File: src/rtl/serial_adder_pkg.sv
// Shared types and constants for the bit-serial adder.
//   state_e       : controller states (IDLE, RUN, DONE)
//   DEFAULT_WIDTH : default operand/result width
package serial_adder_pkg;

    localparam int unsigned DEFAULT_WIDTH = 8;

    typedef enum logic [1:0] {
        IDLE = 2'd0,
        RUN  = 2'd1,
        DONE = 2'd2
    } state_e;

endpackage : serial_adder_pkg

File: src/rtl/serial_adder_if.sv
// Controller-side handshake and data bus of the bit-serial adder.
//   start/a_in/b_in/cin       : request and operands (controller -> adder)
//   busy/done/sum_out/cout/overflow : status and result (adder -> controller)
// Modports: master = controller, slave = adder.
interface serial_adder_if #(
    parameter int unsigned WIDTH = serial_adder_pkg::DEFAULT_WIDTH
) ();

    logic             start;
    logic [WIDTH-1:0] a_in;
    logic [WIDTH-1:0] b_in;
    logic             cin;
    logic             busy;
    logic             done;
    logic [WIDTH-1:0] sum_out;
    logic             cout;
    logic             overflow;

    modport master (
        output start, a_in, b_in, cin,
        input  busy, done, sum_out, cout, overflow
    );

    modport slave (
        input  start, a_in, b_in, cin,
        output busy, done, sum_out, cout, overflow
    );

endinterface : serial_adder_if

File: src/rtl/serial_adder_full_adder_cell.sv
// Single-bit combinational full adder used by the serial datapath.
//   a, b, c : addend bits and carry-in
//   sum     : a ^ b ^ c
//   carry   : majority(a, b, c)
module full_adder_cell (
    input  logic a,
    input  logic b,
    input  logic c,
    output logic sum,
    output logic carry
);

    assign sum   = a ^ b ^ c;
    assign carry = (a & b) | (b & c) | (a & c);

endmodule : full_adder_cell

File: src/rtl/serial_adder.sv
// Bit-serial adder: adds two WIDTH-bit operands LSB first, one bit per clock,
// through a single full-adder cell with a registered carry.
//   clk   : rising-edge clock
//   rst_n : synchronous active-low reset
//   bus   : slave side of serial_adder_if (start/operands in, busy/done/result out)
module serial_adder
    import serial_adder_pkg::*;
#(
    parameter int unsigned WIDTH = DEFAULT_WIDTH
) (
    input  logic           clk,
    input  logic           rst_n,
    serial_adder_if.slave  bus
);

    localparam int unsigned     CNT_W    = $clog2(WIDTH);
    localparam logic [CNT_W-1:0] LAST_CNT = CNT_W'(WIDTH - 1);

    state_e             state_q,    state_d;
    logic [WIDTH-1:0]   a_sr_q,     a_sr_d;
    logic [WIDTH-1:0]   b_sr_q,     b_sr_d;
    logic [WIDTH-1:0]   res_sr_q,   res_sr_d;
    logic [CNT_W-1:0]   cnt_q,      cnt_d;
    logic               carry_q,    carry_d;
    logic               busy_q,     busy_d;
    logic               done_q,     done_d;
    logic [WIDTH-1:0]   sum_q,      sum_d;
    logic               cout_q,     cout_d;
    logic               ovf_q,      ovf_d;

    logic               cell_sum;
    logic               cell_carry;
    logic [WIDTH-1:0]   res_next_c;

    full_adder_cell u_cell (
        .a     (a_sr_q[0]),
        .b     (b_sr_q[0]),
        .c     (carry_q),
        .sum   (cell_sum),
        .carry (cell_carry)
    );

    // New sum bit enters at the MSB so the LSB-first stream ends up in place.
    assign res_next_c = {cell_sum, res_sr_q[WIDTH-1:1]};

    // Next-state and datapath control.
    always_comb begin
        state_d  = state_q;
        a_sr_d   = a_sr_q;
        b_sr_d   = b_sr_q;
        res_sr_d = res_sr_q;
        cnt_d    = cnt_q;
        carry_d  = carry_q;
        busy_d   = busy_q;
        done_d   = 1'b0;
        sum_d    = sum_q;
        cout_d   = cout_q;
        ovf_d    = ovf_q;

        case (state_q)
            IDLE, DONE: begin
                state_d = IDLE;
                if (bus.start) begin
                    a_sr_d   = bus.a_in;
                    b_sr_d   = bus.b_in;
                    carry_d  = bus.cin;
                    cnt_d    = '0;
                    res_sr_d = '0;
                    busy_d   = 1'b1;
                    state_d  = RUN;
                end
            end

            RUN: begin
                carry_d  = cell_carry;
                res_sr_d = res_next_c;
                a_sr_d   = a_sr_q >> 1;
                b_sr_d   = b_sr_q >> 1;
                cnt_d    = cnt_q + CNT_W'(1);
                if (cnt_q == LAST_CNT) begin
                    // carry_q here is the carry into the MSB.
                    sum_d   = res_next_c;
                    cout_d  = cell_carry;
                    ovf_d   = carry_q ^ cell_carry;
                    cnt_d   = '0;
                    busy_d  = 1'b0;
                    done_d  = 1'b1;
                    state_d = DONE;
                end
            end

            default: begin
                state_d = IDLE;
                busy_d  = 1'b0;
            end
        endcase
    end

    // State and datapath registers.
    always_ff @(posedge clk) begin
        if (!rst_n) begin
            state_q  <= IDLE;
            a_sr_q   <= '0;
            b_sr_q   <= '0;
            res_sr_q <= '0;
            cnt_q    <= '0;
            carry_q  <= 1'b0;
            busy_q   <= 1'b0;
            done_q   <= 1'b0;
            sum_q    <= '0;
            cout_q   <= 1'b0;
            ovf_q    <= 1'b0;
        end else begin
            state_q  <= state_d;
            a_sr_q   <= a_sr_d;
            b_sr_q   <= b_sr_d;
            res_sr_q <= res_sr_d;
            cnt_q    <= cnt_d;
            carry_q  <= carry_d;
            busy_q   <= busy_d;
            done_q   <= done_d;
            sum_q    <= sum_d;
            cout_q   <= cout_d;
            ovf_q    <= ovf_d;
        end
    end

    assign bus.busy     = busy_q;
    assign bus.done     = done_q;
    assign bus.sum_out  = sum_q;
    assign bus.cout     = cout_q;
    assign bus.overflow = ovf_q;

endmodule : serial_adder

File: src/flat_wrapper.sv
// flat-port wrapper written by rule: the top's interface ports become plain ports
module serial_adder_flat import serial_adder_pkg::*;
#(
    parameter int unsigned WIDTH = DEFAULT_WIDTH
)
  (clk, rst_n, bus_start, bus_a_in, bus_b_in, bus_cin, bus_busy, bus_done, bus_sum_out, bus_cout, bus_overflow);
  serial_adder_if #(.WIDTH(WIDTH)) bus_i ();
  input  logic clk;
  input  logic rst_n;
  input wire logic [$bits(bus_i.start)-1:0] bus_start;
  input wire logic [$bits(bus_i.a_in)-1:0] bus_a_in;
  input wire logic [$bits(bus_i.b_in)-1:0] bus_b_in;
  input wire logic [$bits(bus_i.cin)-1:0] bus_cin;
  output wire logic [$bits(bus_i.busy)-1:0] bus_busy;
  output wire logic [$bits(bus_i.done)-1:0] bus_done;
  output wire logic [$bits(bus_i.sum_out)-1:0] bus_sum_out;
  output wire logic [$bits(bus_i.cout)-1:0] bus_cout;
  output wire logic [$bits(bus_i.overflow)-1:0] bus_overflow;
  assign bus_i.start = bus_start;
  assign bus_i.a_in = bus_a_in;
  assign bus_i.b_in = bus_b_in;
  assign bus_i.cin = bus_cin;
  assign bus_busy = bus_i.busy;
  assign bus_done = bus_i.done;
  assign bus_sum_out = bus_i.sum_out;
  assign bus_cout = bus_i.cout;
  assign bus_overflow = bus_i.overflow;
  serial_adder #(.WIDTH(WIDTH)) u_core (.clk(clk), .rst_n(rst_n), .bus(bus_i));
endmodule
File: config.mk
export PLATFORM = sky130hd
export DESIGN_NAME = serial_adder_flat
export DESIGN_NICKNAME = d
export VERILOG_FILES = /design/src/rtl/serial_adder_pkg.sv /design/src/rtl/serial_adder_if.sv /design/src/rtl/serial_adder_full_adder_cell.sv /design/src/rtl/serial_adder.sv /design/src/flat_wrapper.sv
export SDC_FILE = /design/constraint.sdc
export NUM_CORES = 1
export LEC_CHECK = 0
export CAP_MARGIN = 0
export CORE_MARGIN = 5
export CORE_UTILIZATION = 45
export CTS_CLUSTER_SIZE = 16
export DETAILED_ROUTE_END_ITERATION = 8
export PLACE_DENSITY = 0.71
export SLEW_MARGIN = 40
export SYNTH_ARGS = -nofsm -noshare
export SYNTH_HDL_FRONTEND = slang
export SYNTH_SLANG_ARGS = --single-unit
export TNS_END_PERCENT = 50
File: constraint.sdc
create_clock -name clk -period 1.75 [get_ports clk]
set_input_delay 0.35 -clock clk [delete_from_list [all_inputs] [get_ports clk]]
set_output_delay 0.35 -clock clk [all_outputs]
set_load 0.01 [all_outputs]
==> results.py, run 1 <==
metrics = {
    "outcome": {
        "outcome": "completed",
    },
    "sta": {
        "worst_pin_slew_ps": 553,
        "grt_setup_unrepaired": "false",
        "slew_headroom": 0.631,
        "skew_ps": 2.34,
        "period_minus_slack_ps": 1530,
        "slew_violations": 0,
        "hold_viol_final": 0,
        "fmax_mhz": 655,
        "post-route-period-util": 0.873,
        "setup_violations": 0,
        "final.setup.tns_ps": 0,
    },
    "pwr": {
        "peakVddDrop_mv": 0.572,
        "seq_power_share": 0.547,
        "switchingPower_w": 0.000435,
        "comb_power_share": 0.120,
        "p_int_w": 0.00140,
        "p_per_area_nw_per_um2": 871,
        "leakage_nw": 0.756,
        "switching_share": 0.237,
        "power.share.clock": 0.333,
    },
    "clock_network": {
        "clkTransAtPathRegs_ps": 70,
        "insertion_delay_ps": 290,
        "ctsResizeCount": 0,
        "cts_setup_buffers": 0,
        "cts_root_buf": "clkbuf_8",
        "clock_sinks": 41,
        "cts_tree": "done",
        "htreeDepth": 2,
        "cts.path.max_buffers": 2,
        "cts_buffers": 5,
        "cts-hold-fix-buffers": 0,
    },
    "drt": {
        "drc": 0,
        "met1_length_um": 1490,
        "via_per_inst": 5.07,
        "ant_nets": 0,
        "drtIter0Drc": 122,
        "vias": 1399,
        "wl_per_cell_um": 11.6,
        "wl_met3_um": 193,
        "top_layer": "met4",
        "wl_um": 3210,
        "wl_met2_um": 1470,
        "first_pass_iters": 4,
    },
    "floorplan": {
        "dieWidth_um": 71.1,
        "coreArea_um2": 3630,
        "die_area_um2": 5060,
        "initial_core_util": 0.462,
        "num_rows": 22,
        "die_height_um": 71.1,
        "top_level_ports": 32,
    },
    "setup_path": {
        "crit_end": "bus_overflow",
        "crit_path_top_delay_cell": "clkdlybuf4s50_1",
        "reg2reg_slack_ps": 240,
        "max_stage_delay_ps": 540,
        "timing.critical_path.from": "u_core.bus.overflow",
        "cp-end-kind": "primary output",
        "crit_type": "flop to primary output",
        "start_kind": "flop",
        "cp_top_family": "buffers and inverters",
        "cp_num_cells": 1,
        "worst-path-buf-inv": 1,
        "required_ps": 1400,
        "rr_worst_depth": 5,
        "r2r-start": "u_core.cnt_q[0]",
        "r2r_end": "u_core.bus.overflow",
        "cp_data_arrival_time_ps": 1180,
        "cp_max_fo": 2,
        "crit_chain": "clkdlybuf4s50_1",
    },
    "job": {
        "maxCapViolations": 0,
    },
    "synth": {
        "synth_area_leader_cell": "dfxtp_1",
        "avgSynthCellArea_um2": 8.44,
        "yosysSeqAreaShare": 0.488,
        "synthCells": 199,
        "synthTopCellsByArea": "dfxtp_1 49%, nand2_1 13%, a21boi_0 6.3%, a31oi_1 6.0%, o21ai_0 5.1%",
        "yosysTopAreaCellShare": 0.488,
        "yosysWarnings": 0,
        "synth_nets": 222,
        "ys_types": 23,
        "ys_ff_latch": 41,
        "synth_area_um2": 1680,
    },
    "finish": {
        "final_util": 0.580,
        "antennaDiodeCount": 0,
        "area_growth_syn_to_layout_pct": 25.5,
        "layout-drive-gt1-share": 0.0570,
        "nets": 251,
    },
    "hold_path": {
        "hp-class": "flop to flop",
    },
    "global_routing": {
        "grt_max_degree": 41,
        "antenna_found_initial": 0,
        "grt_pass1_wl_um": 5710,
        "gr-total-overflow": 0,
        "grt_pass1_vias": 1318,
        "groute.usage.overall": 0.139,
    },
    "place": {
        "port_buffers": 31,
        "place.gp.congestion": 0.730,
        "hpwl_um": 2140,
    },
}
[layout make-up]
type	instances	area, um2
sequential	41	821
fill	364	1530
clock buffer	7	86.3
timing repair buffer	38	375
multi-input combinational	142	766
tap	48	60.1
[synth_stat cells]
master and instances:
o211a_1 1, clkbuf_2 1, fa_1 1, xnor2_1 1
nand2_1 60, a31oi_1 16, clkbuf_1 4, and3b_1 1
o21ai_0 17, a21boi_1 6, buf_2 5, nor4b_1 1
buf_4 5, nor2b_1 4, ha_1 2, nand3_1 11
a21oi_1 1, nand2b_1 2, buf_6 1, a21boi_0 14
nand3b_1 1, and2_1 3, dfxtp_1 41
[registers in the layout (all words and copies together) (netlist names), 2 cells and up]
name	cells
u_core.cnt_q	3
u_core.bus.sum_out	8
u_core.a_sr_q	8
u_core.b_sr_q	8
u_core.res_sr_q	7
u_core.state_q	2
[per-layer routing]
metal	up-vias	global-route usage
li1	730	-
met1	628	0.172
met2	36	0.228
met3	5	0.0341
met4	0	0.0647
met5	-	0
[cells in the final DEF (no fill, tap or decap), types with 3 or more instances in the layout]
master            n
dfxtp_1          41
nand3_1          11
a21boi_1          6
a31oi_1          16
and2_1            3
clkdlybuf4s50_1  31
nand2_1          60
buf_4             6
clkbuf_8          6
nor2b_1           4
a21boi_0         14
o21ai_0          17
[power groups by stage]
| stage | Sequential, W | Combinational, W | Clock, W |
|---|---|---|---|
| 2_1_floorplan | 0.00102 | 0.000146 | 0 |
| 3_3_place_gp | 0.00102 | 0.000220 | 0 |
| 3_5_place_dp | 0.00103 | 0.000221 | 0 |
| 4_1_cts | 0.00100 | 0.000222 | 0.000639 |
| 5_1_grt | 0.00101 | 0.000251 | 0.000665 |
| 6_report | 0.00100 | 0.000220 | 0.000612 |
[kinds of logic (layout without fill, tap and decap cells)]
logic type	after synthesis	after routing	share of synthesized area
AO/OA/AOI/OAI	55	55	0.208
AND/OR/NAND/NOR	83	83	0.215
adder cells (fa/ha/maj)	3	3	0.0268
buffers and inverters	16	45	0.0558
XOR/XNOR	1	1	0.00521
flip-flops	41	41	0.488
[worst register-to-register path, cell delays in order, from the launching register on]
cell and delay [ps]:
dfxtp_1 350, ha_1 150, ha_1 210, and3b_1 450, nand2_1 100, o211a_1 140
[how the worst min path moves through the flow]
stage,from,end,slack [ps],cells after the start
6_report,u_core.bus.sum_out[7],u_core.bus.sum_out[7],460,2
5_1_grt,u_core.bus.sum_out[3],u_core.bus.sum_out[3],480,2
4_1_cts,u_core.bus.sum_out[7],u_core.bus.sum_out[7],460,2
3_5_place_dp,u_core.b_sr_q[7],u_core.b_sr_q[7],450,2
3_3_place_gp,u_core.bus.sum_out[7],u_core.bus.sum_out[7],450,2
2_1_floorplan,u_core.res_sr_q[1],u_core.bus.sum_out[0],440,2
[per-stage QoR]
stage	cell area, um2	cells	worst slack (ps)	total power, W	hold WS (ps)
CTS	2110	276	204	0.00187	465
global route	2110	276	39.8	0.00193	479
global placement	2020	269	242	0.00124	447
floorplan	1680	199	375	0.00117	441
finish	2110	276	223	0.00184	458
detailed placement	2020	269	222	0.00125	454
Power figures use the tool's default switching activity.
==> run 2, diff against run 1 <==
--- a/config.mk
+++ b/config.mk
@@ -11,6 +11,7 @@
 export CTS_CLUSTER_SIZE = 16
 export DETAILED_ROUTE_END_ITERATION = 8
 export PLACE_DENSITY = 0.71
+export SKIP_CTS_REPAIR_TIMING = 1
 export SLEW_MARGIN = 40
 export SYNTH_ARGS = -nofsm -noshare
 export SYNTH_HDL_FRONTEND = slang
==> results of run 2 <==
No change in the layout: final DEF, timing and power equal those of run 1.
